### config.mk
export PLATFORM = sky130hd
export DESIGN_NAME = serial_pattern_detector
export DESIGN_NICKNAME = d
export VERILOG_FILES = /design/src/rtl/serial_pattern_detector.sv
export SDC_FILE = /design/constraint.sdc
export NUM_CORES = 1
export LEC_CHECK = 0
export ABC_AREA = 1
export CAP_MARGIN = 20
export CORE_MARGIN = 5
export CORE_UTILIZATION = 45
export DETAILED_ROUTE_END_ITERATION = 8
export PLACE_DENSITY = 0.69
export SLEW_MARGIN = 20
export SYNTH_ARGS = -nofsm -noshare
export SYNTH_HDL_FRONTEND = slang
export SYNTH_SLANG_ARGS = --single-unit
### constraint.sdc
create_clock -name clk -period 4.14 [get_ports clk]
set_input_delay 0.828 -clock clk [delete_from_list [all_inputs] [get_ports clk]]
set_output_delay 0.828 -clock clk [all_outputs]
set_load 0.02 [all_outputs]
### src/rtl/serial_pattern_detector.sv
// rtl/serial_pattern_detector.sv - overlapping N-bit serial pattern detector with saturating hit count
module serial_pattern_detector #(
    parameter int             N       = 4,
    parameter logic [N-1:0]   PATTERN = 4'b1011,
    parameter int             CW      = 8
) (
    input  logic          clk,
    input  logic          reset,
    input  logic          din,
    input  logic          din_valid,
    input  logic          clear,
    output logic          match,
    output logic [N-1:0]  hist,
    output logic          primed,
    output logic [CW-1:0] count
);
    localparam int            FW   = $clog2(N + 1);
    localparam logic [FW-1:0] FULL = FW'(N);

    logic [FW-1:0] fill;
    logic [FW-1:0] fill_next;
    logic [N-1:0]  shifted;
    logic          hit;

    // fill gates detection so the zeroed reset history can never look like a pattern
    always_comb begin
        shifted   = {hist[N-2:0], din};
        fill_next = (fill == FULL) ? FULL : fill + FW'(1);
        hit       = din_valid && (shifted == PATTERN) && (fill_next == FULL);
    end

    always_ff @(posedge clk or negedge reset) begin
        if (!reset) begin
            hist  <= '0;
            fill  <= '0;
            match <= 1'b0;
            count <= '0;
        end else begin
            match <= hit;
            if (din_valid) begin
                hist <= shifted;
                fill <= fill_next;
            end
            if (clear) begin
                count <= '0;
            end else if (hit && (count != '1)) begin
                count <= count + CW'(1);
            end
        end
    end

    assign primed = (fill == FULL);

endmodule

==> out/metrics.csv <==
stage;metric;value;unit
min_path;type of the most critical hold path;reg2reg;
logic_synthesis;commonest register cell after synthesis;dfrtp_1;
global_route;all-layer global routing usage;0.138;
die;Die W;56.2;um
logic_synthesis;most common cell in the netlist;nand2_1;
setup_path;R2R depth;7;
min_path;number of cells traversed by the worst hold path;2;
cts;CTS tree;done;
die;number of I/O pins;19;
cts;number of buffers inserted by hold repair at cts;0;
pwr;share of total power in combinational logic;0.329;
setup_path;setup slack on the worst flop-to-flop path;2.58;ns
setup_path;kind of launch point of the worst setup path;register;
die;core area;2000;um2
logic_synthesis;Gate Count Post-Synth;133;
pwr;Clk network pwr share;0.232;
sta;portion of the clock cycle consumed by the worst path in the final layout;0.614;
logic_synthesis;area share of and/or/nand/nor cells after synthesis;0.410;
setup_path;Worst Setup End Kind;primary output;
sta;largest clock skew in the final design;0.00519;ns
pwr;Cell Int Power;0.000282;W
logic_synthesis;mean post-synth cell area;7.21;um2
sta;RSZ-0062 raised after global routing;false;
logic_synthesis;Async S/R FF share, synth;1.00;
routing;First DRT Iteration DRCs;20;
logic_synthesis;mux cell area share after synthesis;0;
logic_synthesis;main combinational cell family by area after synthesis;simple AND/OR/NAND/NOR gates;
logic_synthesis;share of synthesized area occupied by flip-flops and latches;0.418;
logic_synthesis;post-synthesis sequential element count;16;
cells_and_area;signed area change from the synthesized netlist to the final layout;24.4;%
pwr;Max VDD drop;0.290;mV
place;final HPWL from detailed placement;1.50;mm
routing;vias per cell;4.95;
place;I/O Buffers;18;
setup_path;critical path, cell by cell;inv_1, ha_1, nand2_2, inv_1, clkdlybuf4s50_1;
cts;buffers inserted during post-CTS setup optimization;0;
cts;cells resized by post-CTS repair;0;
logic_synthesis;Net Count, Synth;141;
die;area of the die;3150;um2
cells_and_area;share of final-layout standard cells stronger than drive strength 1;0.0719;
global_route;wire length of the first global-routing pass;3.53;mm
logic_synthesis;cell types with the highest counts after synthesis;nand2_1, nand3_1, inv_1;
logic_synthesis;count of yosys warnings during synthesis;0;
cts;root cell of the clock tree;clkbuf_4;
routing;average wire length per cell after detail routing;10.9;um
routing;DRC violation count after routing;0;
setup_path;data arrival time of the critical path;1.71;ns
pwr;leakage power summed over all cells;0.609;nW
setup_path;capturing point of the worst reg2reg path;count[2]$_DFFE_PN0P_;
logic_synthesis;synth top area cells;dfrtp_1, nand2_1, nand3_1;
logic_synthesis;number of enable-type register cells in the synthesized netlist;0;
cts;number of clock sinks seen by CTS;16;
cells_and_area;Layout Nets;162;
sta;Relative slew margins;0.533;
routing;number of nets with antenna violations after routing;0;
setup_path;largest fanout on the critical path;5;
global_route;via count of the first global-routing pass;843;
cts;Clock Pin Slew Worst Setup and Hold Paths;0.09;ns
cts;Clock Tree Buf Depth;2;
die;die height;56.2;um
logic_synthesis;post-synthesis instance area;958;um2
logic_synthesis;distinct cell type count of the synthesized netlist;16;
cells_and_area;FILL cells;171;
cells_and_area;total area of multi-input combinational cells;463;um2
sta;Worst Tran Pin Value;0.698;ns
logic_synthesis;post-synth top area share;0.418;
logic_synthesis;Synth Area in Adders;0.0392;
cells_and_area;Inserted Diodes;0;
setup_path;Critical Setup Path Class;reg2out;
sta;final sum of negative setup slack;0;ns
die;number of placement rows;16;
sta;highest achievable clock rate;393;MHz
status;result of the run;finished clean;
setup_path;required time of the critical path;3.31;ns
logic_synthesis;post-synthesis xor/xnor area fraction;0;
cts;Num CTS Buffers;3;
cts;number of H-tree branching levels;1;
sta;max-slew violation total from the final report;0;
pwr;power density normalized to cell area;366;nW/um2
routing;First-pass DRT Iterations;4;
sta;number of setup violations in the final report;0;
min_path;Hold Path End;hist[3]$_DFFE_PN0P_;
cts;clk_lat worst skew;0.28;ns
place;final weighted congestion in routability-driven placement;0.834;
cells_and_area;sequential cell area;400;um2
logic_synthesis;compound-gate portion of the synthesized area;0.0339;
die;initial core utilization;0.479;
setup_path;worst flop-to-flop path startpoint;fill[0]$_DFFE_PN0P_;
global_route;initial antenna violation count;0;
sta;Hold WS;0.478;ns
pwr;part of the total power dissipated in sequential elements;0.439;
setup_path;cell seen most often among critical-path stages;inv_1;
sta;final worst path period need;2.54;ns
min_path;HP Start;hist[3]$_DFFE_PN0P_;
setup_path;highest cell delay on the worst timing path;0.59;ns
sta;number of hold-slack violations in the final timing report;0;
pwr;switching power summed over all nets;0.000155;W
routing;routed vias;891;
logic_synthesis;leading area contributor after synthesis;dfrtp_1;
job;max-capacitance violation count;0;
routing;wire length after detailed routing;1.95;mm
setup_path;Slowest cell on crit path;clkdlybuf4s50_1;
global_route;largest net degree at the start of global routing;17;
pwr;switching power share of the total;0.354;
global_route;gr ovfl total;0;
## per-stage QoR
stage | utilization | instances | setup slack (ns) | cell area, um2 | total power, W
floorplan | - | 133 | 2.47 | 958 | 0.000290
global route | 0.596 | 180 | 1.50 | 1190 | 0.000467
CTS | 0.596 | 180 | 1.59 | 1190 | 0.000440
detailed placement | 0.578 | 176 | 1.92 | 1160 | 0.000336
global placement | 0.578 | 176 | 1.93 | 1160 | 0.000334
finish | 0.596 | 180 | 1.60 | 1190 | 0.000436
## sequential cells by signal, indices dropped and copies added, names as in the netlist
register / flops
count: 8
hist: 4
fill: 3
match: 1
## layer usage
metal	global-route usage	routed length, um	part of all wire	vias to the layer above
met5	0	0	0	-
met4	0.0305	15	0.0077	0
met3	0.0441	103	0.053	2
met2	0.224	892	0.46	26
met1	0.178	943	0.48	402
li1	-	-	-	461
## cell usage in the layout, fill, tap and decap left out
master | synthesis | layout
nor2_1 | 11 | 11
o21a_1 | 1 | 1
nor3_1 | 2 | 2
nor2_4 | 2 | 2
ha_1 | 3 | 3
nor2_2 | 1 | 1
clkbuf_4 | 0 | 3
o21ai_0 | 5 | 5
clkdlybuf4s50_1 | 0 | 18
inv_1 | 21 | 21
nand2_1 | 39 | 39
nand2_2 | 2 | 2
dfrtp_1 | 16 | 16
nand3_1 | 23 | 23
nand3_2 | 2 | 2
nand4_1 | 3 | 3
clkbuf_8 | 0 | 1
## kinds of logic after synthesis
group	after synthesis
DFF	16
AOI/OAI and AO/OA	6
buffers and inverters	23
adders and majority gates	3
and+or+nand+nor	85
## critical path, delay by kind of cell (launching register included)
family                     cells  cell delay, ns
buffers and inverters          3            0.75
adders and majority gates      1            0.18
DFF                            1            0.41
and+or+nand+nor                1            0.09
## cell type report
cell class / count / area share
inverters: 21 / 0.0661
clock buffers: 4 / 0.0304
well taps: 27 / 0.0283
flip-flops and latches: 16 / 0.336
multi-input cells: 94 / 0.388
repair buffers: 18 / 0.151
## power by group through the flow
| stage | Combinational [W] | Clock, W | Sequential [W] |
|---|---|---|---|
| 6_report | 0.000143 | 0.000101 | 0.000192 |
| 5_1_grt | 0.000163 | 0.000109 | 0.000196 |
| 4_1_cts | 0.000143 | 0.000105 | 0.000192 |
| 3_5_place_dp | 0.000142 | 0 | 0.000195 |
| 3_3_place_gp | 0.000140 | 0 | 0.000194 |
| 2_1_floorplan | 0.0000925 | 0 | 0.000198 |
## worst max-delay path by stage
stage	slack (ns)	depth (start not counted)	endpoint	startpoint
detailed placement	1.92	5	primed	fill[0]$_DFFE_PN0P_
global route	1.50	5	primed	fill[0]$_DFFE_PN0P_
finish	1.60	5	primed	fill[0]$_DFFE_PN0P_
CTS	1.59	5	primed	fill[0]$_DFFE_PN0P_
floorplan	2.47	4	primed	fill[0]$_DFFE_PN0P_
global placement	1.93	5	primed	fill[0]$_DFFE_PN0P_
Power figures use the tool's default switching activity.
